### config.mk
export PLATFORM = sky130hd
export DESIGN_NAME = decoder_sweep_flat
export DESIGN_NICKNAME = d
export VERILOG_FILES = /design/src/rtl/decoder_sweep_if.sv /design/src/rtl/decoder_sweep.sv /design/src/flat_wrapper.sv
export SDC_FILE = /design/constraint.sdc
export NUM_CORES = 1
export LEC_CHECK = 0
export CAP_MARGIN = 20
export CELL_PAD_IN_SITES_DETAIL_PLACEMENT = 0
export CELL_PAD_IN_SITES_GLOBAL_PLACEMENT = 2
export CORE_ASPECT_RATIO = 0.7
export CORE_MARGIN = 3
export CORE_UTILIZATION = 32
export DETAILED_ROUTE_END_ITERATION = 8
export PLACE_DENSITY = 0.89
export REMOVE_ABC_BUFFERS = 1
export SKIP_LAST_GASP = 1
export SLEW_MARGIN = 20
export SYNTH_ARGS = -nofsm -noshare
export SYNTH_HDL_FRONTEND = slang
export SYNTH_SLANG_ARGS = --single-unit
export TNS_END_PERCENT = 20
### constraint.sdc
create_clock -name Clk -period 4 [get_ports Clk]
set_input_delay 0.8 -clock Clk [delete_from_list [all_inputs] [get_ports Clk]]
set_output_delay 0.8 -clock Clk [all_outputs]
set_load 0.005 [all_outputs]
### src/rtl/decoder_sweep_if.sv
// Select/enable/sweep-request bundle and registered one-hot result of decoder_sweep.
// The driver of the select and request side uses master; the decoder uses slave.
interface decoder_sweep_if #(
  parameter int SEL_W = 5
);
  localparam int OUT_W = 2 ** SEL_W;

  logic [SEL_W-1:0] In;
  logic             E;
  logic             ClrStart;
  logic [OUT_W-1:0] Out;
  logic             Busy;
  logic             Done;

  modport master (
    output In, E, ClrStart,
    input  Out, Busy, Done
  );

  modport slave (
    input  In, E, ClrStart,
    output Out, Busy, Done
  );
endinterface

### src/rtl/decoder_sweep.sv
// Registered N-to-2^N one-hot decoder with a sweep mode that walks every output once.
// Define DEC_ACTIVE_LOW_EN to make Out active-low (one-cold); Busy/Done stay active-high.
module decoder_sweep #(
  parameter int SEL_W = 5
) (
  input  logic             Clk,
  input  logic             Reset,
  decoder_sweep_if.slave   bus
);
  localparam int OUT_W = 2 ** SEL_W;
  // One extra counter bit so the terminal value OUT_W is representable.
  localparam logic [SEL_W:0] CNT_END  = (SEL_W + 1)'(OUT_W);
  localparam logic [SEL_W:0] CNT_LAST = (SEL_W + 1)'(OUT_W - 1);

`ifdef DEC_ACTIVE_LOW_EN
  localparam logic [OUT_W-1:0] OUT_POL = '1;
`else
  localparam logic [OUT_W-1:0] OUT_POL = '0;
`endif

  typedef enum logic {
    IDLE,
    SWEEP
  } state_t;

  state_t           state_q, state_d;
  logic [SEL_W:0]   cnt_q, cnt_d;
  logic [OUT_W-1:0] word_d;
  logic [OUT_W-1:0] out_q;
  logic             busy_q, busy_d;
  logic             done_q, done_d;

  always_comb begin
    // NOTE: every signal written here gets a default first, so no path leaves one unassigned and no latch is inferred.
    state_d = state_q;
    cnt_d   = cnt_q;
    word_d  = '0;
    busy_d  = 1'b0;
    done_d  = 1'b0;

    case (state_q)
      IDLE: begin
        if (bus.ClrStart) begin
          // A sweep request wins over a simultaneous normal decode.
          state_d   = SWEEP;
          word_d[0] = 1'b1;
          busy_d    = 1'b1;
          cnt_d     = (SEL_W + 1)'(1);
        end else if (bus.E) begin
          word_d[bus.In] = 1'b1;
        end
      end

      SWEEP: begin
        if (cnt_q == CNT_END) begin
          state_d = IDLE;
          cnt_d   = '0;
          if (bus.E) word_d[bus.In] = 1'b1;
        end else begin
          word_d[cnt_q[SEL_W-1:0]] = 1'b1;
          busy_d = 1'b1;
          done_d = (cnt_q == CNT_LAST);
          cnt_d  = cnt_q + 1'b1;
        end
      end

      default: state_d = IDLE;
    endcase
  end

  always_ff @(posedge Clk) begin
    // NOTE: non-blocking assignments here so every register samples the pre-edge values of the others.
    if (Reset) begin
      state_q <= IDLE;
      cnt_q   <= '0;
      out_q   <= OUT_POL;
      busy_q  <= 1'b0;
      done_q  <= 1'b0;
    end else begin
      state_q <= state_d;
      cnt_q   <= cnt_d;
      out_q   <= word_d ^ OUT_POL;
      busy_q  <= busy_d;
      done_q  <= done_d;
    end
  end

  assign bus.Out  = out_q;
  assign bus.Busy = busy_q;
  assign bus.Done = done_q;
endmodule

### src/flat_wrapper.sv
// flat-port wrapper written by rule: the top's interface ports become plain ports
module decoder_sweep_flat 
#(
  parameter int SEL_W = 5
)
  (Clk, Reset, bus_In, bus_E, bus_ClrStart, bus_Out, bus_Busy, bus_Done);
  decoder_sweep_if #(.SEL_W(SEL_W)) bus_i ();
  input  logic Clk;
  input  logic Reset;
  input wire logic [$bits(bus_i.In)-1:0] bus_In;
  input wire logic [$bits(bus_i.E)-1:0] bus_E;
  input wire logic [$bits(bus_i.ClrStart)-1:0] bus_ClrStart;
  output wire logic [$bits(bus_i.Out)-1:0] bus_Out;
  output wire logic [$bits(bus_i.Busy)-1:0] bus_Busy;
  output wire logic [$bits(bus_i.Done)-1:0] bus_Done;
  assign bus_i.In = bus_In;
  assign bus_i.E = bus_E;
  assign bus_i.ClrStart = bus_ClrStart;
  assign bus_Out = bus_i.Out;
  assign bus_Busy = bus_i.Busy;
  assign bus_Done = bus_i.Done;
  decoder_sweep #(.SEL_W(SEL_W)) u_core (.Clk(Clk), .Reset(Reset), .bus(bus_i));
endmodule
; ---- Word-level counts from Yosys, hierarchy flattened
; Index checks and enable logic that the tools add are counted.
[totals]
in_bits = 9
wordCells = 31
mem_bits_ro = 0
ff_bits = 40
mem_count = 0
mem_bits_rw = 0
output_inout_bits = 34
latch_bits = 0
[op_classes]
eq_ne = 3
bitwise = 1
div = 0
n_shift = 0
mux = 15
n_reduce_logical = 3
add_sub_neg = 1
magnitude_cmp = 4
n_mul = 0
[ops]
columns = op, n
row1 = $mux 32, 2
row2 = $pmux 32 s2, 1
row3 = $mux 31, 1
row4 = $lt 5x6->1 const B, 2
row5 = $mux 6, 2
row6 = $pmux 6 s2, 1
row7 = $demux 1 s5, 2
row8 = $ge 5x1->1 const B, 2
row9 = $add 6x1->6 const B, 1
row10 = $eq 6x5->1 const B, 1
row11 = $eq 6x6->1 const B, 1
row12 = $mux 1, 5
row13 = $reduce_or 3->1, 1
row14 = $logic_and 1x1->1, 2
row15 = $ne 2x2->1 const B, 1
row16 = $pmux 1 s2, 1
row17 = $not 1->1, 1

; ---- Logic depth before layout (Yosys ltp)
; Gate-level depths: netlist of run 1.
[logic_depth]
word_depth = 7
ltp_mapped = 6
mapped_depth_nobuf = 5

; ---- Worst setup path before layout of run 1
; Ideal clock, no wire load.
[synth_timing]
path_kind = input to register
startpoint = in Reset
endpoint = reg u_core.out_q[16] (netlist: u_core.bus.Out[16])
setup_ps = 92
t_required_ps = 3908
arrival_ps = 1718
stages = 4
path_buffers = 1
setup_slack_ps = 2190
cell_sequence = clkbuf_1 > nor4b_1 > inv_1 > o32ai_1
[synth_lines]
columns = element, line
row1 = from (decl), flat_wrapper.sv:9  ; input logic Reset;
row2 = to (signal assigned), decoder_sweep.sv:82  ; out_q <= word_d ^ OUT_POL;
row3 = to (decl), decoder_sweep.sv:29  ; logic [OUT_W-1:0] out_q;

==> run_results.csv, run 1 <==
group,metric,value,unit
outcome,status,"finished clean",
placed_design,placed_area,2298,um^2
grt,overflow,0,
cts,ctsResizeCount,0,
timing,maxSlewViolCount,0,
critical_path,critPathLaunchType,"input port",
route,drt_iter0_drc,121,
logic_synthesis,syn_inst,200,
logic_synthesis,ys_seq_area_share,43.10,%
critical_path,arrival,2.59,ns
pwr,clkPwrFrac,41.8,%
pwr,pwr-share-seq,48.6,%
min_path,hold_class,"reg -> reg",
critical_path,reg2reg_from,"u_core.cnt_q[0]",
timing,rsz0062_at_grt,"false",
pwr,powerDensity,345.0,nW/um^2
critical_path,crit_fanout,17,
grt,grt_antenna_before_repair,0,
layout,final_area,2420,um^2
logic_synthesis,syn-mean-instance-area,9.290,um^2
cts,postCtsSetupBuffers,0,
route,routed_wl,4938,um
floorplan,io_pins,43,
pwr,worst_ir_drop_vdd,0.1769,mV
critical_path,crit_type,"in -> reg",
logic_synthesis,synth-async-reset-ratio,0,%
placed_design,place.port_buffers,42,
timing,clock_skew,0.005810,ns
logic_synthesis,syn-cell-area,1858,um^2
cts,cts_htree_levels,2,
cts,cts_tree,"yes",
pwr,intPower,0.0006376,W
route,drc,0,
pwr,p_sw,0.0001971,W
route,postRouteAntennaNets,0,
layout,layout_common_cells,"clkdlybuf4s50_1, dfxtp_1, nand2_1",
floorplan,num_rows,22,
route,via_count,1623,
layout,num-fill-cells,534,
run,cap_viol_max_count,0,
pwr,leakage,0.7924,nW
timing,finalSetupViolCount,0,
route,drtPass1Iterations,4,
floorplan,initial_core_util,34.26,%
placed_design,place_hpwl,3494,um
floorplan,dieArea,6771,um^2
grt,grt_first_pass_wirelength,8059,um
critical_path,endpoint_kind,"flip-flop",
timing,tns,0,ns
cts,cts-root-buf,"clkbuf_8",
floorplan,core_region_area,5423,um^2
grt,grt_max_degree,27,
timing,fmax,425.3,MHz
cts,clk_pin_slew,0.08,ns
logic_synthesis,ys_types,48,
timing,relSlewSlack,51.73,%
layout,layout-drive-gt1-share,8.511,%
cts,clk_latency,0.30,ns
placed_design,gp_congestion,0.8145,
pwr,switching_share,23.61,%
floorplan,die_w,97.08,um
timing,worstMarginPinSlew,0.7231,ns
cts,cts_buffers,5,
timing,fin_crit,2.351,ns
pwr,p_comb_share,9.6,%
timing,finalHoldViolations,0,
cts,clock_path_buffers,2,
logic_synthesis,ys_seq_elements,40,
min_path,hold_path_end,"u_core.bus.Done",
cts,cts_hold_buf,0,
logic_synthesis,synth_edf_count,0,
critical_path,r2r_setup_slack,2.04,ns
cts,cts_sinks,40,
layout,final_common_cell,"clkdlybuf4s50_1",
route,post_drt_wl_per_cell,16.08,um
pwr,p_total,0.0008347,W
critical_path,r2r-end,"u_core.bus.Out[29]",
min_path,holdPathStages,1,
floorplan,die_h,69.75,um
layout,synthToLayoutAreaGrowth,30.24,%
layout,antenna_cells,0,
logic_synthesis,synth_flop_cell,"dfxtp_1",
critical_path,reg2reg_depth,5,
layout,nets,247,
grt,track_usage,14.88,%
timing,timing.final.crit_share,58.78,%
min_path,min_from,"u_core.cnt_q[5]",
route,vias_per_cell,5.287,
critical_path,worstPathRequired,4.24,ns
grt,grt_pass1_vias,1530,
logic_synthesis,yosys_warnings,0,
==> critical path, cell delays in order <==
cell	delay [ns]
clkdlybuf4s50_1	0.69
nor2_1	0.60
and3_1	0.34
a32o_1	0.15
==> metal layers <==
metal | global-route usage, % | up-vias | part of all wire, %
met5 | 0 | - | 0
met4 | 5.140 | 0 | 1.1
li1 | - | 816 | -
met2 | 18.58 | 56 | 38
met1 | 23.30 | 746 | 54
met3 | 4.322 | 5 | 6.8
==> kinds of logic (layout without fill, tap and decap cells) <==
logic type / Yosys count / count (layout) / synth area share [%]
DFF: 40 / 40 / 43.10
AOI/OAI and AO/OA: 50 / 50 / 20.81
buffers and inverters: 26 / 61 / 6.599
and+or+nand+nor: 80 / 80 / 26.80
adders and majority gates: 4 / 4 / 2.694
==> sequential cells by signal, summed over array words and instances (netlist names) <==
name,flops
u_core.bus.Done,1
u_core.bus.Busy,1
u_core.bus.Out,32
u_core.cnt_q,6
==> power groups by stage <==
stage	Sequential (W)	Clock, W	Combinational, W
floorplan	0.000417	0	0.0000398
global placement	0.000415	0	0.0000800
detailed placement	0.000415	0	0.0000800
CTS	0.000405	0.000357	0.0000801
global route	0.000406	0.000370	0.0000880
finish	0.000406	0.000349	0.0000803
==> worst max-delay path by stage <==
stage	start	endpoint	slack, ns	depth (start not counted)
after floorplan	bus_In[0]	u_core.bus.Out[13]	2.14	3
after global placement	Reset	u_core.bus.Out[27]	1.36	4
after detailed placement	Reset	u_core.bus.Out[11]	1.36	4
after CTS	Reset	u_core.bus.Out[2]	1.67	4
after global routing	Reset	u_core.bus.Out[11]	1.42	4
final	Reset	u_core.bus.Out[9]	1.65	4
==> synth_stat cells, drive strengths merged, types with 6 or more instances <==
library cell / instances / area share [%]
nand4b: 12 / 5.7
buf: 11 / 3.6
nand3: 6 / 1.6
o21ai: 10 / 3.3
nand2: 20 / 4.0
o31ai: 9 / 3.6
inv: 8 / 1.6
dfxtp: 40 / 43
nor2: 9 / 1.8
clkbuf: 7 / 1.4
==> layout make-up <==
cell class                      count  area (um^2)  share of cell area [%]
Multi-Input combinational cell    134        934.6                   38.62
Tap cell                           72        90.09                   3.723
Timing Repair Buffer               45        442.9                   18.30
Inverter                            8        30.03                   1.241
Clock buffer                        6        82.58                   3.413
Clock inverter                      2        38.79                   1.603
Sequential cell                    40        800.8                   33.09
==> per-stage QoR <==
step / std cells / worst slack, ns / util, % / hold slack [ns]
global placement: 299 / 1.365 / 42.39 / 0.5723
floorplan: 182 / 2.136 / - / 0.5017
CTS: 307 / 1.675 / 44.62 / 0.5730
finish: 307 / 1.649 / 44.62 / 0.5748
global route: 307 / 1.420 / 44.62 / 0.6108
detailed placement: 299 / 1.356 / 42.39 / 0.5530
No activity file was read; power rests on OpenSTA's default activity.
==> run 2, diff against run 1 <==
Settings changed: CORE_UTILIZATION 32 to 27, PLACE_DENSITY 0.89 to 0.8.
Clock period 4 ns to 1.9 ns, I/O delays scaled along.
==> run_results.csv, run 2 (synthesis gave the netlist of run 1 again) <==
group,metric,value,unit
outcome,status,"finished clean",
cts,cts_buffers,5,
pwr,worst_ir_drop_vdd,0.2537,mV
layout,final_common_cell,"clkdlybuf4s50_1",
floorplan,die_w,105.2,um
min_path,hold_class,"reg -> reg",
critical_path,arrival,1.94,ns
critical_path,reg2reg_depth,5,
route,drt_iter0_drc,96,
critical_path,critPathLaunchType,"flip-flop",
pwr,leakage,0.9360,nW
route,drtPass1Iterations,4,
cts,cts_sinks,40,
timing,relSlewSlack,72.31,%
floorplan,die_h,75.41,um
critical_path,worstPathRequired,2.06,ns
placed_design,placed_area,2525,um^2
route,post_drt_wl_per_cell,15.55,um
grt,grt_antenna_before_repair,0,
critical_path,reg2reg_from,"u_core.cnt_q[0]",
critical_path,r2r_setup_slack,0.12,ns
min_path,holdPathStages,1,
timing,clock_skew,0.009253,ns
placed_design,placed_cells,345,
cts,clk_latency,0.30,ns
cts,cts-root-buf,"clkbuf_8",
critical_path,crit_fanout,7,
critical_path,endpoint_kind,"flip-flop",
route,postRouteAntennaNets,0,
cts,cts_htree_levels,2,
route,drc,0,
layout,antenna_cells,0,
route,via_count,1759,
timing,maxSlewViolCount,0,
pwr,powerDensity,615.9,nW/um^2
timing,fmax,561.6,MHz
layout,final_area,2650,um^2
layout,largest_reg_flops,32,
critical_path,crit_type,"reg -> reg",
placed_design,place.port_buffers,42,
floorplan,initial_core_util,28.78,%
floorplan,io_pins,43,
floorplan,dieArea,7929,um^2
layout,nets,279,
route,routed_wl,5566,um
layout,synthToLayoutAreaGrowth,42.63,%
grt,grt_max_degree,22,
layout,final_cells,358,
grt,track_usage,14.46,%
layout,multi_input_area,934.6,um^2
timing,timing.final.crit_share,93.72,%
timing,whs,0.5921,ns
timing,fin_crit,1.781,ns
layout,layout.area.seq,800.8,um^2
run,cap_viol_max_count,0,
layout,layout-drive-gt1-share,19.48,%
min_path,min_from,"u_core.cnt_q[5]",
timing,worstMarginPinSlew,0.4154,ns
layout,num-fill-cells,642,
grt,overflow,0,
min_path,hold_path_end,"u_core.bus.Done",
grt,grt_pass1_vias,1663,
timing,finalSetupViolCount,0,
placed_design,gp_congestion,0.7646,
critical_path,r2r-end,"u_core.bus.Out[16]",
placed_design,place_hpwl,4102,um
route,vias_per_cell,4.913,
timing,finalHoldViolations,0,
cts,clock_path_buffers,2,
cts,cts_tree,"yes",
floorplan,num_rows,24,
timing,rsz0062_at_grt,"false",
grt,grt_first_pass_wirelength,8901,um
cts,clk_pin_slew,0.08,ns
floorplan,core_region_area,6456,um^2
layout,layout_common_cells,"clkdlybuf4s50_1, dfxtp_1, buf_4",
## run 2: cell types whose count changed in the layout (fill, tap and decap cells not counted), sizes merged
cell | before | now
buf | 3 | 35
bufinv | 1 | 0
clkinv | 1 | 3
clkbuf | 6 | 5
## run 2: through the flow
stage	setup WS, ns	power, W	util, %	TNS (ns)
4_1_cts	0.1093	0.001646	40.47	0
3_5_place_dp	-0.001994	0.001082	39.11	-0.001994
3_3_place_gp	-0.005480	0.001081	39.11	-0.005480
6_report	0.1192	0.001632	41.05	0
5_1_grt	0.001423	0.001712	41.05	0
2_1_floorplan	0.2838	0.0009627	-	0
## run 2: final cells by class
class | count | share of cell area, %
sequential | 40 | 30.22
timing repair buffer | 77 | 25.78
inverter | 8 | 1.133
clock buffer | 5 | 2.597
clock inverter | 3 | 0.7082
multi-input combinational | 134 | 35.27
tap | 91 | 4.297
## run 2: how the worst max path moves through the flow
stage          cells after the start       startpoint  slack [ns]            endpoint
3_3_place_gp                       5     bus_ClrStart      -0.005  u_core.bus.Out[13]
6_report                           5  u_core.cnt_q[0]        0.12  u_core.bus.Out[16]
2_1_floorplan                      5  u_core.cnt_q[0]        0.28  u_core.bus.Out[24]
3_5_place_dp                       5     bus_ClrStart      -0.002  u_core.bus.Out[29]
5_1_grt                            5  u_core.cnt_q[0]       0.001   u_core.bus.Out[5]
4_1_cts                            5  u_core.cnt_q[0]        0.11   u_core.bus.Out[7]
## run 2: critical path, stage by stage, from the launching register on
cell and delay [ns]:
dfxtp_1 0.31, inv_1 0.08, ha_1 0.23, or4b_1 0.66, o21ai_2 0.25, o32ai_1 0.12
## run 2: repair_timing
action | CTS | global route
hold buffers | 0 | 0
endpoints found under the setup margin | 0 | 5
buffers inserted | 0 | 5
hold endpoints to repair | 0 | 0
resized for setup | 0 | 0
## run 2: metal layers
layer | global-route usage [%] | part of all wire, % | vias up
met4 | 4.367 | 0.83 | 0
met2 | 19.76 | 38 | 61
li1 | - | - | 878
met3 | 3.810 | 7.3 | 5
met1 | 21.95 | 54 | 815
met5 | 0 | 0 | -
## run 2: power breakdown
part,switching (W),leakage [nW],internal [W],total (W)
Sequential,0.00000393,0.323,0.000847,0.000851
Combinational,0.000119,0.565,0.000106,0.000224
Clock,0.000301,0.0479,0.000256,0.000557
